--- src/rtl/ws281x_pkg.sv ---
// ---------------------------------------------------------------------------
// ws281x_pkg
// Shared definitions for the ws281x port scheduler: scheduler state
// encoding, pixel word width and the width of the latch/reset period.
// ---------------------------------------------------------------------------
package ws281x_pkg;

   typedef enum logic [1:0] {
      IDLE  = 2'd0,
      LOAD  = 2'd1,
      SEND  = 2'd2,
      LATCH = 2'd3
   } ws_state_t;

   localparam int unsigned WS_BITS      = 24;
   localparam int unsigned RST_PERIOD_W = 16;

endpackage

--- src/rtl/ws281x_sched_if.sv ---
// ---------------------------------------------------------------------------
// ws281x_sched_if
// Handshake between the port scheduler and the shared bit-timing engine.
//   eng_start : one-cycle pulse launching a word   (scheduler -> engine)
//   eng_data  : word to send, valid with eng_start (scheduler -> engine)
//   eng_done  : one-cycle pulse, word finished     (engine -> scheduler)
// master = scheduler side, slave = engine side.
// ---------------------------------------------------------------------------
interface ws281x_sched_if;
   import ws281x_pkg::*;

   logic               eng_start;
   logic [WS_BITS-1:0] eng_data;
   logic               eng_done;

   modport master (output eng_start, output eng_data, input eng_done);
   modport slave  (input eng_start, input eng_data, output eng_done);

endinterface

--- src/rtl/ws281x_rr_arb.sv ---
// ---------------------------------------------------------------------------
// ws281x_rr_arb
// Purely combinational round-robin arbiter. The search starts at ptr and
// wraps from NP-1 back to 0; the first requesting port wins.
//   req : per-port request
//   ptr : first index to consider
//   gnt : one-hot grant (zero when no request)
//   idx : index of the granted port (zero when no request)
//   any : at least one request present
// ---------------------------------------------------------------------------
module ws281x_rr_arb #(
   parameter  int unsigned NP = 2,
   localparam int unsigned PW = (NP > 1) ? $clog2(NP) : 1
) (
   input  logic [NP-1:0] req,
   input  logic [PW-1:0] ptr,
   output logic [NP-1:0] gnt,
   output logic [PW-1:0] idx,
   output logic          any
);

   always_comb begin
      gnt = '0;
      idx = '0;
      any = 1'b0;
      // Step i visits port (ptr+i) mod NP; the inner loop keeps all bit
      // selects constant after unrolling.
      for (int unsigned i = 0; i < NP; i++) begin
         for (int unsigned j = 0; j < NP; j++) begin
            if (!any && (j == (32'(ptr) + i) % NP) && req[j]) begin
               any    = 1'b1;
               gnt[j] = 1'b1;
               idx    = PW'(j);
            end
         end
      end
   end

endmodule

--- src/rtl/ws281x_sched.sv ---
// ---------------------------------------------------------------------------
// ws281x_sched
// Shares one ws281x bit-timing engine between NP output ports. An idle
// scheduler grants an eligible port (enabled and FIFO not empty) by
// round-robin, streams that port's words back-to-back to the engine while
// it stays eligible, then holds the line for the latch/reset period before
// moving the round-robin pointer past the port just served.
//   mclk, h_reset_n  : clock, asynchronous active-low reset
//   cfg_reset_period : latch low time in mclk cycles (period+1 LATCH cycles)
//   port_enb         : per-port enable
//   port_dval        : per-port FIFO not-empty
//   port_data        : per-port FIFO head, port p at [24p+23:24p]
//   port_rd          : one-cycle FIFO pop, issued in LOAD
//   eng              : engine handshake (start/data out, done in)
//   port_sel         : one-hot owner of the serial line, zero when idle
//   cur_port         : index of the current owner
//   sched_busy       : state is not IDLE
// ---------------------------------------------------------------------------
module ws281x_sched
   import ws281x_pkg::*;
#(
   parameter  int unsigned NP = 2,
   localparam int unsigned PW = (NP > 1) ? $clog2(NP) : 1
) (
   input  logic                    mclk,
   input  logic                    h_reset_n,
   input  logic [RST_PERIOD_W-1:0] cfg_reset_period,
   input  logic [NP-1:0]           port_enb,
   input  logic [NP-1:0]           port_dval,
   input  logic [NP*WS_BITS-1:0]   port_data,
   output logic [NP-1:0]           port_rd,
   ws281x_sched_if.master          eng,
   output logic [NP-1:0]           port_sel,
   output logic [PW-1:0]           cur_port,
   output logic                    sched_busy
);

   ws_state_t               state, state_d;
   logic [PW-1:0]           rr_ptr, rr_ptr_d;
   logic [PW-1:0]           cur_port_d;
   logic [NP-1:0]           port_sel_d;
   logic [NP-1:0]           port_rd_d;
   logic [RST_PERIOD_W-1:0] lat_cnt, lat_cnt_d;
   logic                    eng_start_q, eng_start_d;
   logic [WS_BITS-1:0]      eng_data_w;
   logic                    cur_elig;

   logic [NP-1:0]           eligible;
   logic [NP-1:0]           gnt;
   logic [PW-1:0]           gnt_idx;
   logic                    gnt_any;

   assign eligible = port_enb & port_dval;

   ws281x_rr_arb #(.NP(NP)) u_arb (
      .req (eligible),
      .ptr (rr_ptr),
      .gnt (gnt),
      .idx (gnt_idx),
      .any (gnt_any)
   );

   always_comb begin
      state_d    = state;
      rr_ptr_d   = rr_ptr;
      cur_port_d = cur_port;
      port_sel_d = port_sel;
      lat_cnt_d  = lat_cnt;
      eng_data_w = '0;
      // port_sel is one-hot on cur_port outside IDLE, so it doubles as the
      // owner's eligibility mask.
      cur_elig   = |(eligible & port_sel);

      for (int unsigned p = 0; p < NP; p++) begin
         if (PW'(p) == cur_port) begin
            eng_data_w = port_data[p*WS_BITS +: WS_BITS];
         end
      end

      case (state)
         IDLE: begin
            if (gnt_any) begin
               state_d    = LOAD;
               cur_port_d = gnt_idx;
               port_sel_d = gnt;
            end
         end
         LOAD: begin
            state_d = SEND;
         end
         SEND: begin
            if (eng.eng_done) begin
               if (cur_elig) begin
                  state_d = LOAD;
               end else begin
                  state_d   = LATCH;
                  lat_cnt_d = cfg_reset_period;
               end
            end
         end
         LATCH: begin
            if (lat_cnt == '0) begin
               state_d    = IDLE;
               port_sel_d = '0;
               rr_ptr_d   = (cur_port == PW'(NP - 1)) ? '0 : cur_port + PW'(1);
            end else begin
               lat_cnt_d = lat_cnt - RST_PERIOD_W'(1);
            end
         end
         default: begin
            state_d = IDLE;
         end
      endcase

      // Start and pop are registered: decode them from the next state so
      // they are high for exactly the LOAD cycle.
      eng_start_d = (state_d == LOAD);
      port_rd_d   = eng_start_d ? port_sel_d : '0;
   end

   always_ff @(posedge mclk or negedge h_reset_n) begin
      if (!h_reset_n) begin
         state       <= IDLE;
         rr_ptr      <= '0;
         cur_port    <= '0;
         lat_cnt     <= '0;
         port_sel    <= '0;
         port_rd     <= '0;
         eng_start_q <= 1'b0;
      end else begin
         state       <= state_d;
         rr_ptr      <= rr_ptr_d;
         cur_port    <= cur_port_d;
         lat_cnt     <= lat_cnt_d;
         port_sel    <= port_sel_d;
         port_rd     <= port_rd_d;
         eng_start_q <= eng_start_d;
      end
   end

   assign eng.eng_start = eng_start_q;
   assign eng.eng_data  = eng_data_w;
   assign sched_busy    = (state != IDLE);

endmodule

--- src/flat_wrapper.sv ---
// flat-port wrapper written by rule: the top's interface ports become plain ports
module ws281x_sched_flat import ws281x_pkg::*;
#(
   parameter  int unsigned NP = 2,
   localparam int unsigned PW = (NP > 1) ? $clog2(NP) : 1
)
  (mclk, h_reset_n, cfg_reset_period, port_enb, port_dval, port_data, port_rd, port_sel, cur_port, sched_busy, eng_eng_start, eng_eng_data, eng_eng_done);
  ws281x_sched_if eng_i ();
  input  logic mclk;
  input  logic h_reset_n;
  input  logic [RST_PERIOD_W-1:0] cfg_reset_period;
  input  logic [NP-1:0] port_enb;
  input  logic [NP-1:0] port_dval;
  input  logic [NP*WS_BITS-1:0] port_data;
  output logic [NP-1:0] port_rd;
  output logic [NP-1:0] port_sel;
  output logic [PW-1:0] cur_port;
  output logic sched_busy;
  output wire logic [$bits(eng_i.eng_start)-1:0] eng_eng_start;
  output wire logic [$bits(eng_i.eng_data)-1:0] eng_eng_data;
  input wire logic [$bits(eng_i.eng_done)-1:0] eng_eng_done;
  assign eng_eng_start = eng_i.eng_start;
  assign eng_eng_data = eng_i.eng_data;
  assign eng_i.eng_done = eng_eng_done;
  ws281x_sched #(.NP(NP)) u_core (.mclk(mclk), .h_reset_n(h_reset_n), .cfg_reset_period(cfg_reset_period), .port_enb(port_enb), .port_dval(port_dval), .port_data(port_data), .port_rd(port_rd), .eng(eng_i), .port_sel(port_sel), .cur_port(cur_port), .sched_busy(sched_busy));
endmodule
--- config.mk ---
export PLATFORM = sky130hd
export DESIGN_NAME = ws281x_sched_flat
export DESIGN_NICKNAME = d
export VERILOG_FILES = /design/src/rtl/ws281x_pkg.sv /design/src/rtl/ws281x_sched_if.sv /design/src/rtl/ws281x_rr_arb.sv /design/src/rtl/ws281x_sched.sv /design/src/flat_wrapper.sv
export SDC_FILE = /design/constraint.sdc
export NUM_CORES = 1
export LEC_CHECK = 0
export ABC_AREA = 1
export BUFFER_PORTS_ARGS = -buffer_cell sky130_fd_sc_hd__buf_2
export CAP_MARGIN = 20
export CORE_UTILIZATION = 30
export DETAILED_ROUTE_END_ITERATION = 8
export SYNTH_ARGS = -nofsm -noshare
export SYNTH_HDL_FRONTEND = slang
export SYNTH_SLANG_ARGS = --single-unit
--- constraint.sdc ---
create_clock -name mclk -period 2 [get_ports mclk]
set_input_delay 0.4 -clock mclk [delete_from_list [all_inputs] [get_ports mclk]]
set_output_delay 0.4 -clock mclk [all_outputs]
set_load 0.01 [all_outputs]
# Word level (Yosys, flattened, before mapping)
# Cells that the tools add are included.
[word_totals] reg_bits=25 elab_cells=63
[op_classes] muxes=24 eq_ne=7 reduce_logical=20 bitwise_logic=2 n_addsub=3
[op_table] cell="32-bit zero test" n=2
[op_table] cell="16-bit two-way mux" n=3
[op_table] cell="16-bit case mux with 2 select lines" n=1
[op_table] cell="24-bit two-way mux" n=1
[op_table] cell="16-bit zero test" n=1
[op_table] cell="16-bit by 1-bit subtractor with 16-bit output (second input constant)" n=1
[op_table] cell="2-bit two-way mux" n=7
[op_table] cell="1-bit two-way mux" n=10
[op_table] cell="2-bit case mux with 4 select lines" n=1
[op_table] cell="1-bit logical AND" n=7
[op_table] cell="2-bit inequality test (second input constant)" n=3
[op_table] cell="2-bit bitwise AND" n=2
[op_table] cell="2-bit by 1-bit == test with 1-bit output (second input constant)" n=2
[op_table] cell="2-bit == test (second input constant)" n=2
[op_table] cell="2-bit case mux with 2 select lines" n=1
[op_table] cell="2-bit AND reduction" n=2
[op_table] cell="4-bit AND reduction" n=1
[op_table] cell="2-bit nonzero test" n=2
[op_table] cell="1-bit zero test" n=3
[op_table] cell="1-bit adder (second input constant)" n=2
[op_table] cell="2-bit zero test" n=1
[op_table] cell="2-bit OR reduction" n=1

# Logic depth before layout (Yosys ltp)
[logic_depth] depth_word=19 mapped_depth=11 ltp_nobuf=11

# Modules after synthesis
# Synthesis repeated with hierarchy kept, for this count alone.
[hier_totals] cells_unflattened=289 area_unflattened_um2=2057.0
[modules_own_cells] module="ws281x_sched" n_inst=1 cells_per_inst=282 area_each_um2=2026.9
[modules_own_cells] module="ws281x_rr_arb" n_inst=1 cells_per_inst=7 area_each_um2=30.0

# Least setup slack after synthesis
# OpenSTA, ideal clock, no wires.
[synth_timing] kind="flip-flop to output port" startpoint="register u_core.cur_port" endpoint="output eng_eng_data[10]" n_path_buf=2 slack_ns=0.443 stages_incl_launch_ff=4 arrival_time_ns=1.157 cell_sequence="dfrtp_1 > buf_2 > buf_2 > mux2_2"
[synth_between] elab_chain_cells=1
[synth_lines] element="start, declared" line="ws281x_sched.sv:34" text="output logic [PW-1:0] cur_port,"
[synth_lines] element="start signal, assigned" line="ws281x_sched.sv:133" text="cur_port <= cur_port_d;"
[synth_lines] element="24-bit two-way mux" line="ws281x_sched.sv:75" text="if (PW'(p) == cur_port) begin"
[synth_lines] element="end, declared" line="flat_wrapper.sv:20" text="output wire logic [$bits(eng_i.eng_data)-1:0] eng_eng_data;"
# Every way passes these cells.

# Worst setup path in the final report
[layout_timing] startpoint="register u_core.cur_port" endpoint="output eng_eng_data[3]"
# Same word-level chain as after synthesis.

==> key figures <==
Outcome
  – Status: finished, final reports clean

Timing
  – Clock skew: between 0.01 and 0.015 ns
  – Tmin final: 1.85 ns
  – Slew margin rel.: 0.607
  – Final hold violations: 0
  – Final slew viol count: 0
  – FMAX: 0.542 GHz
  – Finish-stage setup viols: 0
  – Fin crit share: 0.923
  – Final WS setup: approximately 0.15 ns
  – Least-Margin Pin Slew: between 0.5 and 0.6 ns
  – Setup tns final: 0 ns
  – RSZ-0062 raised after global routing: no

Die
  – Die Height: a little over 80 um
  – Cell Rows: 29
  – Initial Util: 0.311
  – Core area: around 6300 um2
  – Die area: roughly 7000 um2
  – Chip width: just over 80 um
  – Io pins: 102

Global route
  – Antenna violations before repair: 0
  – First-pass GRT wire length: 8.82 mm
  – Tot GR Track Use: 0.152
  – Grt total ovfl: 0
  – Pin count of the biggest net entering global routing: 28
  – Number of global-route vias before repair: approximately 2k

Logic synthesis
  – Top cell type's share of synthesized area: 0.317
  – Prevailing post-synth register cell: dfrtp_1
  – Count leader, synth: nand2_1
  – Syn avg cell area: about 7.4 um2
  – Number of flops mapped to enable cells by yosys: 0
  – Synth top cells by count: 74 x nand2_1, 26 x inv_1, 26 x nor2_1
  – Mapped Cells: 268
  – Post-synthesis instance area: between 1500 and 2000 um2
  – FFs w/ async S/R, synth: 1.00
  – Leading cell types by total area after synthesis: dfrtp_1 32%, nand2_1 14%, mux2_2 14%, inv_1 4.9%, nor2_1 4.9%
  – Syn_nets: 343
  – Post-synthesis sequential area ratio: 0.317
  – Synth unique cells: 30
  – Synth warn: 0
  – Flip-flop and latch count after synthesis: 25
  – Synth area leader: dfrtp_1

Setup path
  – Setup Crit Path Kind: reg2out
  – R2R Path Start: u_core.lat_cnt[0]
  – CP arrival: about 1.5 ns
  – Setup crit end kind: primary output
  – Setup slack, reg-to-reg: between 0.3 and 0.4 ns
  – CP Launch Type: flip-flop
  – Capturing point of the worst reg2reg path: u_core.lat_cnt[9]
  – Crit Path Max Fanout: 27
  – Register-to-Register Path Depth: 9
  – Critical Path RT: between 1.5 and 2 ns

Clock network
  – Root Buffer: clkbuf_8
  – Worst-Skew Late Latency: 0.27 ns
  – # H-tree levels: 1
  – Resized cells post-CTS: 0
  – Setup Fix Bufs, Post-CTS: 0
  – Worst-path clk slew: ~0.090 ns
  – CTS tree: built
  – Total CTS buffers: 3
  – Max clock buf depth: 2
  – # clock sinks: 25
  – Post-CTS Hold Fix Bufs: 0

Routing
  – First-pass iteration count of the detailed router: 5
  – DR iter-0 viols: 62
  – Drt via density: ~4.5
  – Detailed-route via count: 2007
  – # DRC: 0
  – Number of antenna-violating nets in the routed design: 0
  – Post-Route WL: ~5.2 mm
  – Routed WL per cell: about 12 um

Power and ir drop
  – LEAKAGE: ~1.4 nW
  – VDD IR max: 0.673 mV
  – P per Cell Area: 1300 nW/um2

Placement
  – Placed cell area: between 2000 and 3000 um2
  – Place WS: 0.322 ns
  – GPL Wtd Cong: roughly 0.80
  – Post-DP HPWL: 4.11 mm
  – IO Port Bufs: around 100
  – Placed Instances: 442

Finish
  – Ant diodes: 0
  – Final Non-Filler Cells: between 400 and 500
  – Nets@finish: 445
  – Area growth syn-to-layout: 31.3%
  – Layout cells sized above 1: 0.431
  – # fillers: roughly 660
  – Design Area, Final: 2590 um2
  – Final core occ: 0.408

Run
  – Max-cap violations: 0

Hold path
  – Tightest Hold Check Type: in2async
[state kept, by name, summed over array words and instances, names as in the netlist]
name                  count
u_core.port_rd            2
u_core.eng.eng_start      1
u_core.rr_ptr             1
u_core.lat_cnt           16
u_core.state              2
u_core.port_sel           2
u_core.cur_port           1
[per-layer routing]
| layer | wire length, um | share of wire | GRT usage |
|---|---|---|---|
| met1 | 2520 | 0.49 | 0.206 |
| met2 | 2440 | 0.47 | 0.263 |
| met3 | 189 | 0.037 | 0.0268 |
| met4 | 12 | 0.0023 | 0.0141 |
| met5 | 0 | 0 | 0 |
[critical path: stages, from the launching register on]
cell	delay [ns]
dfrtp_1	0.33
buf_4	0.31
mux2_2	0.39
buf_2	0.14
[report_power, final]
part	leakage [nW]	internal [mW]	total, mW	switching (mW)
logic	1.05	0.856	2.16	1.31
registers	0.316	0.726	0.900	0.174
clock network	0.0228	0.143	0.308	0.165
total	1.39	1.73	3.37	1.65
[worst max path at each step]
stage,from,end,slack (ns)
floorplan,u_core.cur_port,eng_eng_data[10],0.44
global placement,u_core.lat_cnt[0],u_core.lat_cnt[9],0.37
detailed placement,u_core.lat_cnt[0],u_core.lat_cnt[9],0.32
CTS,u_core.cur_port,eng_eng_data[4],0.14
global route,u_core.cur_port,eng_eng_data[4],0.06
finish,u_core.cur_port,eng_eng_data[3],0.15
[final cells by class]
class	instances	area, um2	area share
repair buffers	105	536	0.206
well taps	77	96.3	0.0371
flip-flops and latches	25	626	0.241
multi-input cells	203	1170	0.450
clock buffers	4	45.0	0.0174
inverters	32	125	0.0482
[cells in the final DEF, fill, tap and decap left out, types with 3 or more instances in the layout]
cell      Yosys  final
buf_4         0      4
inv_1        26     26
clkbuf_8      0      3
nor3_1        3      3
nor2_1       26     26
nor2_2        3      3
inv_2         5      5
buf_2         4    101
o21ai_2      10     10
o21ai_0      10     10
nand2_2       3      3
dfrtp_1      25     25
nand2_1      74     74
nand3_1      18     18
o21ai_1       6      6
mux2_2       24     24
ha_1          4      4
a21oi_1      10     10
[stage by stage]
step | total power [mW] | hold slack [ns]
final | 3.37 | 0.115
after global routing | 3.73 | 0.167
after CTS | 3.42 | 0.135
after detailed placement | 3.09 | 0.440
after global placement | 3.06 | 0.439
after floorplan | 2.59 | 0.104
[kinds of logic (layout without fill, tap and decap cells)]
family                     after synthesis  count (layout)  synth area share
buffers and inverters                   40             141            0.0931
xor gates and xnor gates                 1               1           0.00443
and+or+nand+nor                        132             132             0.289
muxes                                   24              24             0.137
AOI/OAI and AO/OA                       42              42             0.135
adders and majority gates                4               4            0.0253
DFF                                     25              25             0.317
(Power assumes the default switching activity.)
